[src/rtl/clk_div_prog_if.sv]
// Control/status bundle of the programmable clock divider.
interface clk_div_prog_if #(
  parameter int WIDTH = 8
);
  logic             en;
  logic             div_load;
  logic [WIDTH-1:0] div_in;
  logic             clk_out;
  logic             tick;
  logic             running;
  logic [WIDTH-1:0] div_cur;
  logic             div_ack;
  logic             div_err;

  modport master (
    output en, div_load, div_in,
    input  clk_out, tick, running, div_cur, div_ack, div_err
  );

  modport slave (
    input  en, div_load, div_in,
    output clk_out, tick, running, div_cur, div_ack, div_err
  );
endinterface

[src/rtl/clk_div_prog.sv]
// Programmable clock divider; new divisors take effect only on period boundaries.
// Optional macro CLK_DIV_ODD_50_EN adds a negedge flop giving 50% duty for odd divisors.
module clk_div_prog #(
  parameter int WIDTH   = 8,
  parameter int DIV_RST = 3
) (
  input logic           clk,
  input logic           rst,
  clk_div_prog_if.slave bus
);
  typedef enum logic [0:0] {
    IDLE = 1'b0,
    RUN  = 1'b1
  } state_t;

  localparam logic [WIDTH-1:0] DIV_RST_V = WIDTH'(DIV_RST);
  localparam logic [WIDTH-1:0] DIV_MIN   = WIDTH'(2);
  localparam logic [WIDTH-1:0] ONE       = WIDTH'(1);
  localparam logic [WIDTH-1:0] ZERO      = WIDTH'(0);

  state_t           state_r, state_s;
  logic [WIDTH-1:0] cnt_r, cnt_s;
  logic [WIDTH-1:0] div_cur_r, div_cur_s;
  logic [WIDTH-1:0] pend_r, pend_s;
  logic             pend_vld_r, pend_vld_s;
  logic             tick_r, tick_s;
  logic             ack_r, ack_s;
  logic             err_r, err_s;
  logic             p_r, p_s;
  logic             wrap_s;
  logic             apply_s;
  logic             load_ok_s;

  // Next-state, divisor reload and registered-output decode
  always_comb begin
    state_s    = state_r;
    cnt_s      = cnt_r;
    div_cur_s  = div_cur_r;
    pend_s     = pend_r;
    pend_vld_s = pend_vld_r;
    tick_s     = 1'b0;
    ack_s      = 1'b0;
    err_s      = 1'b0;
    p_s        = 1'b0;

    wrap_s    = (state_r == RUN) && (cnt_r == (div_cur_r - ONE));
    apply_s   = pend_vld_r && (wrap_s || (state_r == IDLE));
    load_ok_s = bus.div_load && (bus.div_in >= DIV_MIN);
    err_s     = bus.div_load && !load_ok_s;

    // The pending value is consumed before a coincident load overwrites it.
    if (apply_s) begin
      div_cur_s = pend_r;
      ack_s     = 1'b1;
    end else begin
      div_cur_s = div_cur_r;
    end

    if (load_ok_s) begin
      pend_s     = bus.div_in;
      pend_vld_s = 1'b1;
    end else if (apply_s) begin
      pend_vld_s = 1'b0;
    end else begin
      pend_vld_s = pend_vld_r;
    end

    case (state_r)
      IDLE: begin
        cnt_s = ZERO;
        if (bus.en) begin
          state_s = RUN;
          tick_s  = 1'b1;
        end else begin
          state_s = IDLE;
        end
      end
      RUN: begin
        if (wrap_s) begin
          cnt_s = ZERO;
          if (bus.en) begin
            tick_s = 1'b1;
          end else begin
            state_s = IDLE;
          end
        end else begin
          cnt_s = cnt_r + ONE;
        end
      end
      default: begin
        state_s = IDLE;
        cnt_s   = ZERO;
      end
    endcase

    // floor(N/2) is N/2 for even N and (N-1)/2 for odd N.
    if (state_s == RUN) begin
      p_s = (cnt_s < {1'b0, div_cur_s[WIDTH-1:1]});
    end else begin
      p_s = 1'b0;
    end
  end

  // State, counter, divisor and status registers
  always_ff @(posedge clk) begin
    if (rst) begin
      state_r    <= IDLE;
      cnt_r      <= ZERO;
      div_cur_r  <= DIV_RST_V;
      pend_r     <= ZERO;
      pend_vld_r <= 1'b0;
      tick_r     <= 1'b0;
      ack_r      <= 1'b0;
      err_r      <= 1'b0;
      p_r        <= 1'b0;
    end else begin
      state_r    <= state_s;
      cnt_r      <= cnt_s;
      div_cur_r  <= div_cur_s;
      pend_r     <= pend_s;
      pend_vld_r <= pend_vld_s;
      tick_r     <= tick_s;
      ack_r      <= ack_s;
      err_r      <= err_s;
      p_r        <= p_s;
    end
  end

`ifdef CLK_DIV_ODD_50_EN
  logic n_r;

  // Half-cycle extension of the high phase, active for odd divisors only
  always_ff @(negedge clk) begin
    if (rst) begin
      n_r <= 1'b0;
    end else begin
      n_r <= p_r & div_cur_r[0];
    end
  end

  assign bus.clk_out = p_r | n_r;
`else
  assign bus.clk_out = p_r;
`endif

  assign bus.tick    = tick_r;
  assign bus.running = (state_r == RUN);
  assign bus.div_cur = div_cur_r;
  assign bus.div_ack = ack_r;
  assign bus.div_err = err_r;
endmodule

[src/flat_wrapper.sv]
// flat-port wrapper written by rule: the top's interface ports become plain ports
module clk_div_prog_flat 
#(
  parameter int WIDTH   = 8,
  parameter int DIV_RST = 3
)
  (clk, rst, bus_en, bus_div_load, bus_div_in, bus_clk_out, bus_tick, bus_running, bus_div_cur, bus_div_ack, bus_div_err);
  clk_div_prog_if #(.WIDTH(WIDTH)) bus_i ();
  input logic clk;
  input logic rst;
  input wire logic [$bits(bus_i.en)-1:0] bus_en;
  input wire logic [$bits(bus_i.div_load)-1:0] bus_div_load;
  input wire logic [$bits(bus_i.div_in)-1:0] bus_div_in;
  output wire logic [$bits(bus_i.clk_out)-1:0] bus_clk_out;
  output wire logic [$bits(bus_i.tick)-1:0] bus_tick;
  output wire logic [$bits(bus_i.running)-1:0] bus_running;
  output wire logic [$bits(bus_i.div_cur)-1:0] bus_div_cur;
  output wire logic [$bits(bus_i.div_ack)-1:0] bus_div_ack;
  output wire logic [$bits(bus_i.div_err)-1:0] bus_div_err;
  assign bus_i.en = bus_en;
  assign bus_i.div_load = bus_div_load;
  assign bus_i.div_in = bus_div_in;
  assign bus_clk_out = bus_i.clk_out;
  assign bus_tick = bus_i.tick;
  assign bus_running = bus_i.running;
  assign bus_div_cur = bus_i.div_cur;
  assign bus_div_ack = bus_i.div_ack;
  assign bus_div_err = bus_i.div_err;
  clk_div_prog #(.WIDTH(WIDTH), .DIV_RST(DIV_RST)) u_core (.clk(clk), .rst(rst), .bus(bus_i));
endmodule
[config.mk]
export PLATFORM = sky130hd
export DESIGN_NAME = clk_div_prog_flat
export DESIGN_NICKNAME = d
export VERILOG_FILES = /design/src/rtl/clk_div_prog_if.sv /design/src/rtl/clk_div_prog.sv /design/src/flat_wrapper.sv
export SDC_FILE = /design/constraint.sdc
export NUM_CORES = 1
export LEC_CHECK = 0
export ABC_AREA = 0
export ABC_CLOCK_PERIOD_IN_PS = 2900
export BUFFER_PORTS_ARGS = -buffer_cell sky130_fd_sc_hd__buf_2
export CAP_MARGIN = 15
export CORE_MARGIN = 2
export CORE_UTILIZATION = 50
export CTS_CLUSTER_DIAMETER = 30
export DETAILED_ROUTE_END_ITERATION = 10
export GPL_ROUTABILITY_DRIVEN = 0
export PLACE_DENSITY = 0.74
export SLEW_MARGIN = 20
export SYNTH_ARGS = -nofsm -noshare
export SYNTH_HDL_FRONTEND = slang
export SYNTH_SLANG_ARGS = --single-unit
[constraint.sdc]
create_clock -name clk -period 2.9 [get_ports clk]
set_clock_uncertainty 0.15 [all_clocks]
set_input_delay 0.29 -clock clk [delete_from_list [all_inputs] [get_ports clk]]
set_output_delay 0.29 -clock clk [all_outputs]
set_load 0.01 [all_outputs]
# Yosys cells after proc, flatten, opt, wreduce, memory -nomap -nowiden
# Cells that the tools add are included.
[totals]
romBits = 0
memories = 0
latch_bits = 0
mem_bits_rw = 0
ff_bits = 30
output_inout_bits = 13
in_bits = 12
elab_cells = 36
[op_classes]
bitwise = 2
n_eq_ne = 1
muxes = 11
n_reduce_logical = 8
div = 0
shifts = 0
add_sub_neg = 2
order_cmp = 2
mul = 0
[ops]
columns = ["cell", "count"]
rows = [
  ["two-way mux 8 bit", 2],
  ["case mux 8 bit (2 select lines)", 1],
  ["adder 8 x 1 -> 8 bit (second input constant)", 1],
  ["== test 8 bit", 1],
  ["greater-or-equal comparator 8 x 2 -> 1 bit (second input constant)", 1],
  ["less-than comparator 8 x 7 -> 1 bit", 1],
  ["subtractor 8 x 1 -> 8 bit (second input constant)", 1],
  ["two-way mux 1 bit", 6],
  ["logical AND 1 bit", 4],
  ["case mux 1 bit (2 select lines)", 2],
  ["inverter 1 bit", 2],
  ["nonzero test 2 bit", 1],
  ["OR reduction 2 bit", 1],
  ["zero test 1 bit", 1],
  ["logical OR 1 bit", 1],
]

# Depth between registers and ports, before layout
# Gate-level depths: netlist (run 1).
[depth]
word_depth = 7
ltp_mapped = 15

# Worst setup path after synthesis (run 1)
# Ideal clock, no wire load.
[synth_path]
path_kind = "flip-flop to flip-flop"
from = "reg u_core.div_cur_r[0], in the netlist u_core.bus.div_cur[0]"
to = "reg u_core.p_r, in the netlist u_core.bus.clk_out"
stages_incl_launch_ff = 13
setup_time_ns = 0.070
required_ns = 2.680
slack_ns = -0.219
arrival_ns = 2.899
cell_sequence = "dfxtp_1 -> inv_1 -> ha_1 -> o311a_1 -> o41ai_4 -> nand3_4 -> buf_6 -> mux2i_1 -> ha_1 -> a21o_1 -> a211oi_1 -> o21ai_0 -> a21oi_1"
[synth_via]
elab_chain_len = 7
[synth_rtl]
columns = ["item", "line_no", "rtl"]
rows = [
  ["from (decl)", "clk_div_prog.sv:23", "logic [WIDTH-1:0] div_cur_r, div_cur_s;"],
  ["from (signal assigned)", "clk_div_prog.sv:119", "div_cur_r <= div_cur_s;"],
  ["subtractor 8 x 1 -> 8 bit (*)", "clk_div_prog.sv:46", "wrap_s = (state_r == RUN) && (cnt_r == (div_cur_r - ONE));"],
  ["== test 8 bit (*)", "clk_div_prog.sv:46", ""],
  ["logical AND 1 bit (*)", "clk_div_prog.sv:46", ""],
  ["branches (longest 4 deep; another with less-than comparator 8 x 7 -> 1 bit)", "n/a", ""],
  ["to (signal assigned)", "clk_div_prog.sv:125", "p_r <= p_s;"],
  ["to (decl)", "clk_div_prog.sv:29", "logic p_r, p_s;"],
]
# Every way passes the cells marked *.
# A chain may end at the register's enable or synchronous reset.

# Worst setup path in the final report (run 1)
[layout_path]
from = "reg u_core.div_cur_r[0], in the netlist u_core.bus.div_cur[0]"
to = "reg u_core.p_r, in the netlist u_core.bus.clk_out"
[layout_rtl]
columns = ["item", "line_no", "rtl"]
rows = [
  ["subtractor 8 x 1 -> 8 bit", "clk_div_prog.sv:46", ""],
  ["== test 8 bit", "clk_div_prog.sv:46", ""],
  ["logical AND 1 bit", "clk_div_prog.sv:46", ""],
  ["two-way mux 8 bit", "clk_div_prog.sv:79", "if (wrap_s) begin"],
  ["case mux 8 bit (2 select lines)", "clk_div_prog.sv:68", "case (state_r)"],
  ["net u_core.cnt_s[5]", "clk_div_prog.sv:22", "logic [WIDTH-1:0] cnt_r, cnt_s;"],
  ["less-than comparator 8 x 7 -> 1 bit", "clk_div_prog.sv:98", "p_s = (cnt_s < {1'b0, div_cur_s[WIDTH-1:1]});"],
]
# The timed path passes the listed nets, and every way through them passes these cells.

==> results of run 1 <==
[placed cells by master (no fill, tap or decap), types with 8 or more instances in the layout]
cell type / instances
a21oi_1: 8
buf_2: 25
buf_4: 24
dfxtp_1: 27
mux2i_1: 13
nand2_1: 16
nand2b_1: 12
nor2_1: 15
nor3_1: 8
xor2_1: 8
[synthesized netlist by cell type, drive strengths merged (3+ instances only)]
cell     n  share of area (%)
a211oi   3                1.6
a21oi    9                2.6
and3     3                1.1
buf      3                2.0
clkbuf   5                1.1
dfxtp   30                 35
ha       8                5.9
inv      3               0.66
mux2i   15                8.8
nand2   16                3.5
nand2b  12                4.4
nand3    9                3.4
nor2    18                4.1
nor2b    3                1.1
nor3     9                2.6
nor3b    3                1.3
o21ai    4                1.2
xnor2    6                3.1
xor2    10                5.1
[routing by layer]
metal,part of all wire [%],wire [um],vias to the layer above,GRT usage [%]
met5,0,0,-,0
li1,-,-,775,-
met1,47,1870,719,27.2
met2,47,1860,32,35.2
met3,4.1,161,6,4.86
met4,1.3,53,0,7.50
[report_power, final]
| group | total (mW) | leakage, nW | internal (mW) | switching (mW) |
|---|---|---|---|---|
| Sequential | 0.456 | 0.246 | 0.433 | 0.0227 |
| Clock | 0.250 | 0.0314 | 0.114 | 0.136 |
| Combinational | 0.257 | 0.727 | 0.134 | 0.123 |
[through the flow]
stage,instance area [um2],std cells
floorplan,1720,189
global placement,1970,268
detailed placement,1970,268
CTS,2140,283
global route,2240,286
finish,2240,286
[area by class of cell]
class / instances / area, um2 / area share [%]
Clock buffer: 7 / 55.1 / 2.46
Inverter: 3 / 13.8 / 0.615
Multi-Input combinational cell: 148 / 1150 / 51.6
Sequential cell: 30 / 609 / 27.2
Tap cell: 46 / 57.6 / 2.57
Timing Repair Buffer: 52 / 348 / 15.5
[cell families (layout without fill, tap and decap cells)]
logic type / count (synthesis) / count (layout)
AND/OR/NAND/NOR: 81 / 81
flip-flops: 30 / 30
AO/OA/AOI/OAI: 28 / 28
XOR/XNOR: 16 / 16
multiplexers: 15 / 15
buffers and inverters: 11 / 62
adder cells (fa/ha/maj): 8 / 8
[repair_timing]
action / in CTS / in global routing
setup buffers: 8 / 2
cloned: 0 / 1
pin swaps: 12 / 8
resized for setup: 11 / 14
setup endpoints to repair: 1 / 1
[final timing paths]
kind | from | endpoint
setup / recovery | u_core.bus.div_cur[0] | u_core.bus.clk_out
hold reg to reg | u_core.pend_r[7] | u_core.pend_r[7]
setup reg to reg | u_core.bus.div_cur[0] | u_core.bus.clk_out
hold / removal | bus_div_in[0] | u_core.pend_r[0]
[critical path, cell delays in order, from the launching register on]
cell      delay [ns]
dfxtp_4         0.40
inv_4           0.04
ha_4            0.26
xor2_2          0.14
nand3_2         0.11
buf_4           0.15
o41a_1          0.39
nor2_2          0.13
buf_6           0.14
nor2_1          0.05
ha_1            0.31
a21o_1          0.19
a211oi_1        0.20
o21ai_1         0.10
a21oi_1         0.12
==> summary.txt, run 1 <==
Status
  – Status: complete, but fails checks
  – Failing checks: negative setup slack

Logic synthesis
  – Largest family of logic cells by synthesized area: simple AND/OR/NAND/NOR gates
  – Synth Area in Compound Gates: 12.8%
  – Synth warn: 0
  – EDFF count, synth: 0
  – Simple-gate share of the synthesized area: 25.5%
  – Syn nets: 209
  – Gate Count Post-Synth: 189
  – Adder-Cell Fraction of Synth Area: 5.86%
  – Yosys reg bits: 30
  – Synth Area in XOR/XNOR: 8.20%
  – Netlist cell types: 40
  – Asr flop ratio synth: 0%
  – Avg Inst Size Synth: 9.04 um2
  – Seq/Total Area, Yosys: 35.1%
  – Post-Syn Area: 1710 um2
  – Multiplexer area fraction after synthesis: 8.78%
  – Dominant synthesized flop cell: dfxtp_1

CTS
  – Clk root buf: clkbuf_4
  – Worst-Skew Late Latency: 0.33 ns
  – Clock transition at path regs: 0.09 ns
  – Clock sinks: 30
  – TritonCTS buffer count: 5
  – H-tree depth: 2
  – CTS tree: yes
  – CTS Hold Bufs: 0
  – Clock Tree Buf Depth: 2

Power and ir drop
  – Worst vdd ir: 0.308 mV
  – Power per cell area: 430 nW/um2
  – Tot Pwr: 0.963 mW
  – Leak Pwr: 1.00 nW

STA
  – RSZ-0062 raised after global routing: yes
  – Fmax: 0.341 GHz
  – # setup viols final: 1
  – Max Slew Vio Count: 0
  – Setup TNS: -0.0351 ns
  – Period Utilization, post-route: 101%
  – Slew HR: 62.4%
  – Final hold slack: 0.0579 ns
  – Final worst slack: -0.0351 ns
  – Crit path time final: 2.94 ns
  – Worst-margin pin slew: 0.564 ns
  – Final hold viol count: 0

Critical path
  – Reg2Reg Depth: 14
  – Worst EP required: 3.02 ns
  – Worst setup EP type: flop
  – Worst-path fanout max: 6
  – CP arrival: 3.06 ns
  – Worst setup SP type: flop
  – R2r setup slk: -0.04 ns
  – Setup Crit Path Kind: reg2reg

Floorplan
  – Die footprint: 3900 um2
  – Core area: 3310 um2
  – Chip Height: 62.5 um
  – Num ports: 25
  – Initial Util: 51.6%
  – Rows: 21
  – Die Wd: 62.5 um

Worst hold path
  – WHS Path Cells: 3
  – Hold WC Path Type: in2reg

Global routing
  – First-pass GRT wire length: 6570 um
  – Initial antenna violation count: 0
  – Pin count of the biggest net entering global routing: 39
  – Vias in the first global route: 1453
  – All-layer global routing usage: 21.3%
  – Grt total ovfl: 0

Finish
  – Fillers: 280
  – N_diodes: 0
  – Layout cells sized above 1: 35.4%
  – Nets: 260
  – Util after Layout: 67.6%
  – Layout area overhead: 31.0%

Routing
  – Vias per cell: 5.36
  – Total Routed Length: 3950 um
  – Via count: 1532
  – Remaining antenna violation count: 0
  – Wire per inst: 13.8 um
  – Drt drc: 0
  – DR pass1 iterations: 4
  – Iteration-0 DRC count of the detailed router: 57

Place
  – Detail Placement HPWL: 2780 um
  – Pre-CTS setup slack: -0.102 ns
  – Number of port buffers: 24

Run
  – Max-Cap Viols: 0
Note: power is estimated with default switching activity, not from simulation.
==> run 2, diff against run 1 <==
- CTS_CLUSTER_DIAMETER: 30 -> unset
- REMOVE_ABC_BUFFERS: unset -> 1
==> run 2 against run 1 <==
Setup slack gained 0.019 ns. Routed wire length shrank 1.0%. Sequential cell count is the same. Non-clock buffer count shrank 4. Utilization shrank 1.6 points. Critical path depth shrank 2. Largest power group unchanged. Worst hold slack lost 0.0037 ns. Sequential share of layout area grew 0.61 points. The flow still finishes with violations (negative setup slack). Register-to-register slack gained 0.02 ns. Global-route usage grew 0.45 points. Sequential power shrank 0.9%.
==> summary.txt, run 2 (same netlist as run 1, synthesis figures left out) <==
Status
  – Status: complete, but fails checks
  – Failing checks: negative setup slack

STA
  – Max Slew Vio Count: 0 (unchanged)
  – # setup viols final: 1 (unchanged)
  – Slew HR: 60.7% (-1.7 points)
  – Worst-margin pin slew: 0.590 ns (+0.0260 ns)
  – RSZ-0062 raised after global routing: yes
  – Period Utilization, post-route: 101% (-0.67 points)
  – Crit path time final: 2.92 ns (-0.0195 ns)
  – Final worst slack: -0.0156 ns (+0.0195 ns)
  – Final hold viol count: 0 (unchanged)
  – Fmax: 0.343 GHz (+0.67%)

Finish
  – N_diodes: 0 (unchanged)
  – Layout cells sized above 1: 33.8% (-1.7 points)
  – Util after Layout: 66.0% (-1.6 points)
  – Commonest non-fill, non-tap cell in the layout: dfxtp_1
  – Nets: 256 (-1.5%)
  – Final std cells w/o fill: 283 (-1.0%)
  – Layout area overhead: 27.8%
  – Most frequent cells in the layout: dfxtp_1, buf_2, buf_4, nand2_1, nor2_1

Power and ir drop
  – Combinational share of power: 25.5% (-1.2 points)
  – Switching power share of the total: 29.0% (-0.29 points)
  – Worst vdd ir: 0.233 mV (-24%)
  – Flop pwr share: 47.8% (+0.5 points)
  – Switch Pwr: 0.275 mW (-2.7%)
  – Clock network fraction of total power: 26.8% (+0.8 points)
  – Power per cell area: 433 nW/um2 (+0.67%)
  – Leak Pwr: 0.995 nW (-0.89%)
  – Pint: 0.672 mW (-1.3%)

Floorplan
  – Rows: 21 (unchanged)
  – Core area: 3310 um2 (unchanged)
  – Die Wd: 62.5 um (unchanged)
  – Num ports: 25 (unchanged)
  – Chip Height: 62.5 um (unchanged)
  – Die footprint: 3900 um2 (unchanged)
  – Initial Util: 51.6% (unchanged)

CTS
  – H-tree depth: 2 (unchanged)
  – CTS tree: yes
  – Clk root buf: clkbuf_4
  – Clock transition at path regs: 0.09 ns (about the same)
  – Clock sinks: 30 (unchanged)
  – TritonCTS buffer count: 5 (unchanged)
  – Worst-Skew Late Latency: 0.33 ns (about the same)
  – Clock Tree Buf Depth: 2 (unchanged)

Run
  – Max-Cap Viols: 0 (unchanged)

Global routing
  – Pin count of the biggest net entering global routing: 39 (unchanged)
  – Grt total ovfl: 0 (unchanged)
  – All-layer global routing usage: 21.7% (+0.45 points)
  – Vias in the first global route: 1440 (-0.89%)
  – Initial antenna violation count: 0 (unchanged)
  – First-pass GRT wire length: 6640 um (+1.1%)

Place
  – Detail Placement HPWL: 2840 um (+2.3%)
  – Number of port buffers: 24 (unchanged)
  – Pre-CTS setup slack: -0.0808 ns (+0.0212 ns)
  – Placed Cells: 271 (+1.1%)

Critical path
  – Reg2Reg Capture Point: u_core.bus.clk_out
  – Crit path from: u_core.bus.div_cur[0]
  – Worst setup SP type: flop
  – Reg2reg start: u_core.bus.div_cur[0]
  – CP arrival: 3.04 ns (-0.02 ns)
  – R2r setup slk: -0.02 ns (+0.02 ns)
  – Crit path largest cell delay: 0.44 ns (+0.04 ns)
  – Worst EP required: 3.02 ns (about the same)
  – Worst setup EP type: flop
  – Reg2Reg Depth: 12 (-2)
  – Setup Crit Path Kind: reg2reg
  – Critical-path cell list: inv_1, ha_4, o311a_4, o41ai_4, nand3_4, buf_12, mux2i_2, ha_1, a21o_1, a21oi_1, o21ai_1, a21oi_2
  – Worst path slowest cell: o41ai_4
  – Worst-path fanout max: 7 (+1)

Routing
  – Drt drc: 0 (unchanged)
  – Vias per cell: 5.37 (+0.33%)
  – Total Routed Length: 3910 um (-1.0%)
  – Wire per inst: 13.8 um (about the same)
  – Remaining antenna violation count: 0 (unchanged)
  – Iteration-0 DRC count of the detailed router: 82 (+44%)
  – Via count: 1521 (-0.72%)
  – DR pass1 iterations: 5 (+1)

Worst hold path
  – HP Start: bus_div_in[0]
  – Hold WC Path Type: in2reg
  – Hold path endpoint: u_core.pend_r[0]
  – WHS Path Cells: 3 (unchanged)
==> run 2: stage by stage <==
| step | hold slack [ns] | instance area, um2 | TNS, ns | power (mW) |
|---|---|---|---|---|
| after floorplan | 0.209 | 1660 | -0.267 | 0.576 |
| after global placement | 0.315 | 2000 | -0.0141 | 0.670 |
| after detailed placement | 0.315 | 2000 | -0.0808 | 0.672 |
| after CTS | 0.0423 | 2120 | 0 | 0.943 |
| after global routing | 0.0281 | 2180 | -0.145 | 1.01 |
| final | 0.0542 | 2180 | -0.0156 | 0.946 |
==> run 2: repair_timing <==
action,in CTS,in global routing
resized for setup,12,12
setup endpoints to repair,1,1
setup buffers,2,2
hold buffers,0,0
pin swaps,15,15
==> run 2: how the worst max path moves through the flow <==
stage                          to  depth (start not counted)  slack [ns]
6_report       u_core.bus.clk_out                         12       -0.02
5_1_grt        u_core.bus.clk_out                         13       -0.14
4_1_cts        u_core.bus.clk_out                         14        0.01
3_5_place_dp   u_core.bus.clk_out                         13       -0.08
3_3_place_gp   u_core.bus.clk_out                         13       -0.01
2_1_floorplan  u_core.bus.clk_out                         11       -0.27
==> run 2: power by group through the flow <==
stage	Sequential, mW	Combinational (mW)	Clock [mW]
detailed placement	0.460	0.212	0
CTS	0.453	0.228	0.262
floorplan	0.467	0.109	0
global route	0.455	0.265	0.287
finish	0.452	0.241	0.253
global placement	0.460	0.210	0
==> run 2: final cells by class <==
type                            instances  area, um2
Tap cell                               46       57.6
Sequential cell                        30        608
Timing Repair Buffer                   48        320
Clock inverter                          1       5.00
Multi-Input combinational cell        148       1130
Inverter                                3       11.3
Clock buffer                            7       55.1
Fill cell                             294       1130
==> run 2: layer usage <==
| layer | track usage (%) | wire length (um) | vias up | part of all wire [%] |
|---|---|---|---|---|
| met2 | 34.3 | 1930 | 32 | 49 |
| met4 | 8.61 | 59 | 0 | 1.5 |
| met5 | 0 | 0 | - | 0 |
| li1 | - | - | 766 | - |
| met3 | 6.13 | 146 | 5 | 3.7 |
| met1 | 28.1 | 1770 | 718 | 45 |
==> run 2: worst max-delay path: cells and delay by family (launching register included) <==
family                     cells  cell delay, ns
buffers and inverters          2            0.23
DFF                            1            0.34
adders and majority gates      2            0.48
AOI/OAI and AO/OA              6            1.36
and+or+nand+nor                1            0.16
muxes                          1            0.14
==> run 3, diff against run 2 <==
--- a/config.mk
+++ b/config.mk
@@ -11,8 +11,8 @@
 export CAP_MARGIN = 15
 export CORE_MARGIN = 2
-export CORE_UTILIZATION = 50
+export CORE_UTILIZATION = 45
 export DETAILED_ROUTE_END_ITERATION = 10
 export GPL_ROUTABILITY_DRIVEN = 0
-export PLACE_DENSITY = 0.74
+export PLACE_DENSITY = 0.68
 export REMOVE_ABC_BUFFERS = 1
 export SLEW_MARGIN = 20
==> constraint.sdc (replaced) <==
create_clock -name clk -period 2.9 [get_ports clk]
set_clock_uncertainty 0.15 [all_clocks]
set_input_delay 0.145 -clock clk [delete_from_list [all_inputs] [get_ports clk]]
set_output_delay 0.145 -clock clk [all_outputs]
set_load 0.01 [all_outputs]
==> run 3 against run 2 <==
Highest routed layer unchanged. Total power rose by 20%. Worst hold slack worse by 0.032 ns. Sequential cell count stayed put. The flow now finishes without violations. Die area up 10%. Final cell count is 4.2% higher. Critical path depth rose by 1. Global-route usage up 0.42 points. Critical endpoint unchanged. First-iteration DRC count up 22%. Setup slack improved by 0.016 ns. Via count is 1.6% higher.
==> summary.txt, run 3 (same netlist as run 1, synthesis figures left out) <==
Status
  – Status: finished clean

Finish
  – Nets: 266 (+3.9%)
  – Most frequent cells in the layout: dfxtp_1, buf_2, buf_4, nand2_1, nor2_1
  – Commonest non-fill, non-tap cell in the layout: dfxtp_1
  – Layout cells sized above 1: 33.6% (-0.15 points)
  – Layout area overhead: 38.3%
  – N_diodes: 0 (unchanged)

Critical path
  – Setup Crit Path Kind: reg2reg
  – Worst path slowest cell: o41ai_4
  – Worst setup EP type: flop
  – Critical-path cell list: inv_1, ha_4, o311a_4, o41ai_4, nand3_4, buf_12, mux2i_2, ha_1, nand3_1, nor2_2, o211ai_1, nand4_1, a21oi_1
  – Worst setup SP type: flop
  – CP bufs+invs: 2 (unchanged)
  – Worst EP required: 2.93 ns (-0.09 ns)
  – CP arrival: 2.93 ns (-0.11 ns)
  – Crit path largest cell delay: 0.44 ns (about the same)
  – Reg2Reg Capture Point: u_core.bus.clk_out
  – CP delay by family, top: compound AO/OA/AOI/OAI gates
  – R2r setup slk: 0.0001 ns (+0.02 ns)
  – Reg2reg start: u_core.bus.div_cur[0]
  – Worst-path fanout max: 7 (unchanged)
  – Reg2Reg Depth: 13 (+1)

CTS
  – Clk root buf: clkbuf_8
  – TritonCTS buffer count: 5 (unchanged)
  – Worst-Skew Late Latency: 0.29 ns (-0.04 ns)
  – Clock sinks: 30 (unchanged)
  – Clock Tree Buf Depth: 2 (unchanged)
  – Clock transition at path regs: 0.07 ns (-0.02 ns)
  – CTS tree: yes
  – H-tree depth: 2 (unchanged)

Global routing
  – Initial antenna violation count: 0 (unchanged)
  – First-pass GRT wire length: 7280 um (+9.7%)
  – Vias in the first global route: 1565 (+8.7%)
  – Pin count of the biggest net entering global routing: 39 (unchanged)
  – Grt total ovfl: 0 (unchanged)
  – All-layer global routing usage: 22.2% (+0.42 points)

Worst hold path
  – Hold path endpoint: u_core.pend_r[4]
  – Hold WC Path Type: in2reg
  – WHS Path Cells: 3 (unchanged)
  – HP Start: bus_div_load

Routing
  – Remaining antenna violation count: 0 (unchanged)
  – Total Routed Length: 4290 um (+9.5%)
  – Drt drc: 0 (unchanged)
  – Iteration-0 DRC count of the detailed router: 100 (+22%)
  – Via count: 1545 (+1.6%)
  – Wire per inst: 14.5 um (+5.1%)
  – Vias per cell: 5.24 (-2.6%)
  – DR pass1 iterations: 4 (-1)

Power and ir drop
  – Power per cell area: 482 nW/um2 (+11%)
  – Pint: 0.824 mW (+23%)
  – Leak Pwr: 1.04 nW (+4.9%)
  – Clock network fraction of total power: 37.3% (+10 points)
  – Tot Pwr: 1.14 mW (+20%)
  – Worst vdd ir: 0.353 mV (+52%)
  – Switch Pwr: 0.316 mW (+15%)
  – Flop pwr share: 39.8% (-8.0 points)
  – Switching power share of the total: 27.7% (-1.3 points)
  – Combinational share of power: 22.9% (-2.6 points)

STA
  – Final worst slack: 0.000100 ns (+0.0157 ns)
  – Crit path time final: 2.90 ns (-0.0157 ns)
  – Final hold viol count: 0 (unchanged)
  – RSZ-0062 raised after global routing: yes
  – Max Slew Vio Count: 0 (unchanged)
  – Fmax: 0.345 GHz (+0.54%)
  – Worst-margin pin slew: 0.598 ns (+0.00876 ns)
  – Period Utilization, post-route: 100% (-0.54 points)
  – Slew HR: 60.1% (-0.58 points)
  – # setup viols final: 0 (-1)

Place
  – Pre-CTS setup slack: -0.162 ns (-0.0810 ns)
  – Number of port buffers: 24 (unchanged)
  – Detail Placement HPWL: 2880 um (+1.4%)

Floorplan
  – Die footprint: 4310 um2 (+10%)
  – Core area: 3660 um2 (+11%)
  – Die Wd: 65.6 um (+5.1%)
  – Num ports: 25 (unchanged)
  – Initial Util: 46.7% (-4.9 points)
  – Chip Height: 65.6 um (+5.1%)
  – Rows: 22 (+4.8%)

Run
  – Max-Cap Viols: 0 (unchanged)
## run 3: cell count changes in the layout (fill, tap and decap cells not counted), moves of 2 or more
cell / before / now
clkbuf_8: 1 / 5
dlygate4sd3_1: 0 / 9
clkbuf_4: 5 / 0
clkinvlp_4: 0 / 2
## run 3: worst max-delay path by stage
stage | end | cells past startpoint | slack (ns) | from
after CTS | u_core.bus.clk_out | 14 | 0.005 | u_core.bus.div_cur[1]
after detailed placement | u_core.bus.clk_out | 11 | -0.16 | u_core.bus.div_cur[0]
after global routing | u_core.bus.clk_out | 15 | -0.17 | u_core.bus.div_cur[0]
final | u_core.bus.clk_out | 13 | 0.0001 | u_core.bus.div_cur[0]
after global placement | u_core.bus.clk_out | 11 | -0.08 | u_core.bus.div_cur[0]
after floorplan | u_core.bus.clk_out | 11 | -0.27 | u_core.bus.div_cur[0]
## run 3: routing by layer
metal  track usage, %  routed length [um]  vias up
met3             4.62                  98        8
met5                0                   0        -
met1             28.3                1980      731
met4             9.38                  72        0
li1                 -                   -      781
met2             36.0                2140       25
## run 3: worst register-to-register path: stages, from the launching register on
cell and delay (ns):
dfxtp_2 0.33, inv_1 0.06, ha_4 0.18, o311a_4 0.39
o41ai_4 0.44, nand3_4 0.15, buf_12 0.16, mux2i_2 0.14
ha_1 0.31, nand3_1 0.09, nor2_2 0.13, o211ai_1 0.09
nand4_1 0.08, a21oi_1 0.07
## run 3: through the flow
step                setup TNS, ns  hold WS, ns  util [%]  instances  area (um2)
global placement          -0.0753        0.232      54.2        271        1980
CTS                             0       0.0103      63.0        292        2310
finish                          0       0.0225      64.6        295        2360
floorplan                  -0.267       0.0641         -        181        1660
detailed placement         -0.162        0.247      54.2        271        1980
global route               -0.169       0.0319      64.6        295        2360
## run 3: power by group through the flow
stage                     clock network (mW)  registers [mW]  logic, mW
after CTS                              0.432           0.453      0.249
after global placement                     0           0.460      0.205
after global routing                   0.458           0.456      0.285
after detailed placement                   0           0.460      0.206
after floorplan                            0           0.467      0.109
final                                  0.425           0.453      0.261
## run 3: final cells by class
cell class                      count  area [um2]
Timing Repair Buffer               58         422
Tap cell                           48        60.1
Sequential cell                    30         608
Multi-Input combinational cell    148        1150
Fill cell                         306        1300
Inverter                            3        11.3
Clock inverter                      3        45.0
Clock buffer                        5        68.8
## run 3: timing repair
action | 4_1_cts | 5_1_grt
endpoints found under the setup margin | 1 | 1
hold buffers | 9 | 0
pin swaps | 19 | 8
gates resized for setup | 23 | 6
buffers inserted | 4 | 3
endpoints found under the hold margin | 10 | 0
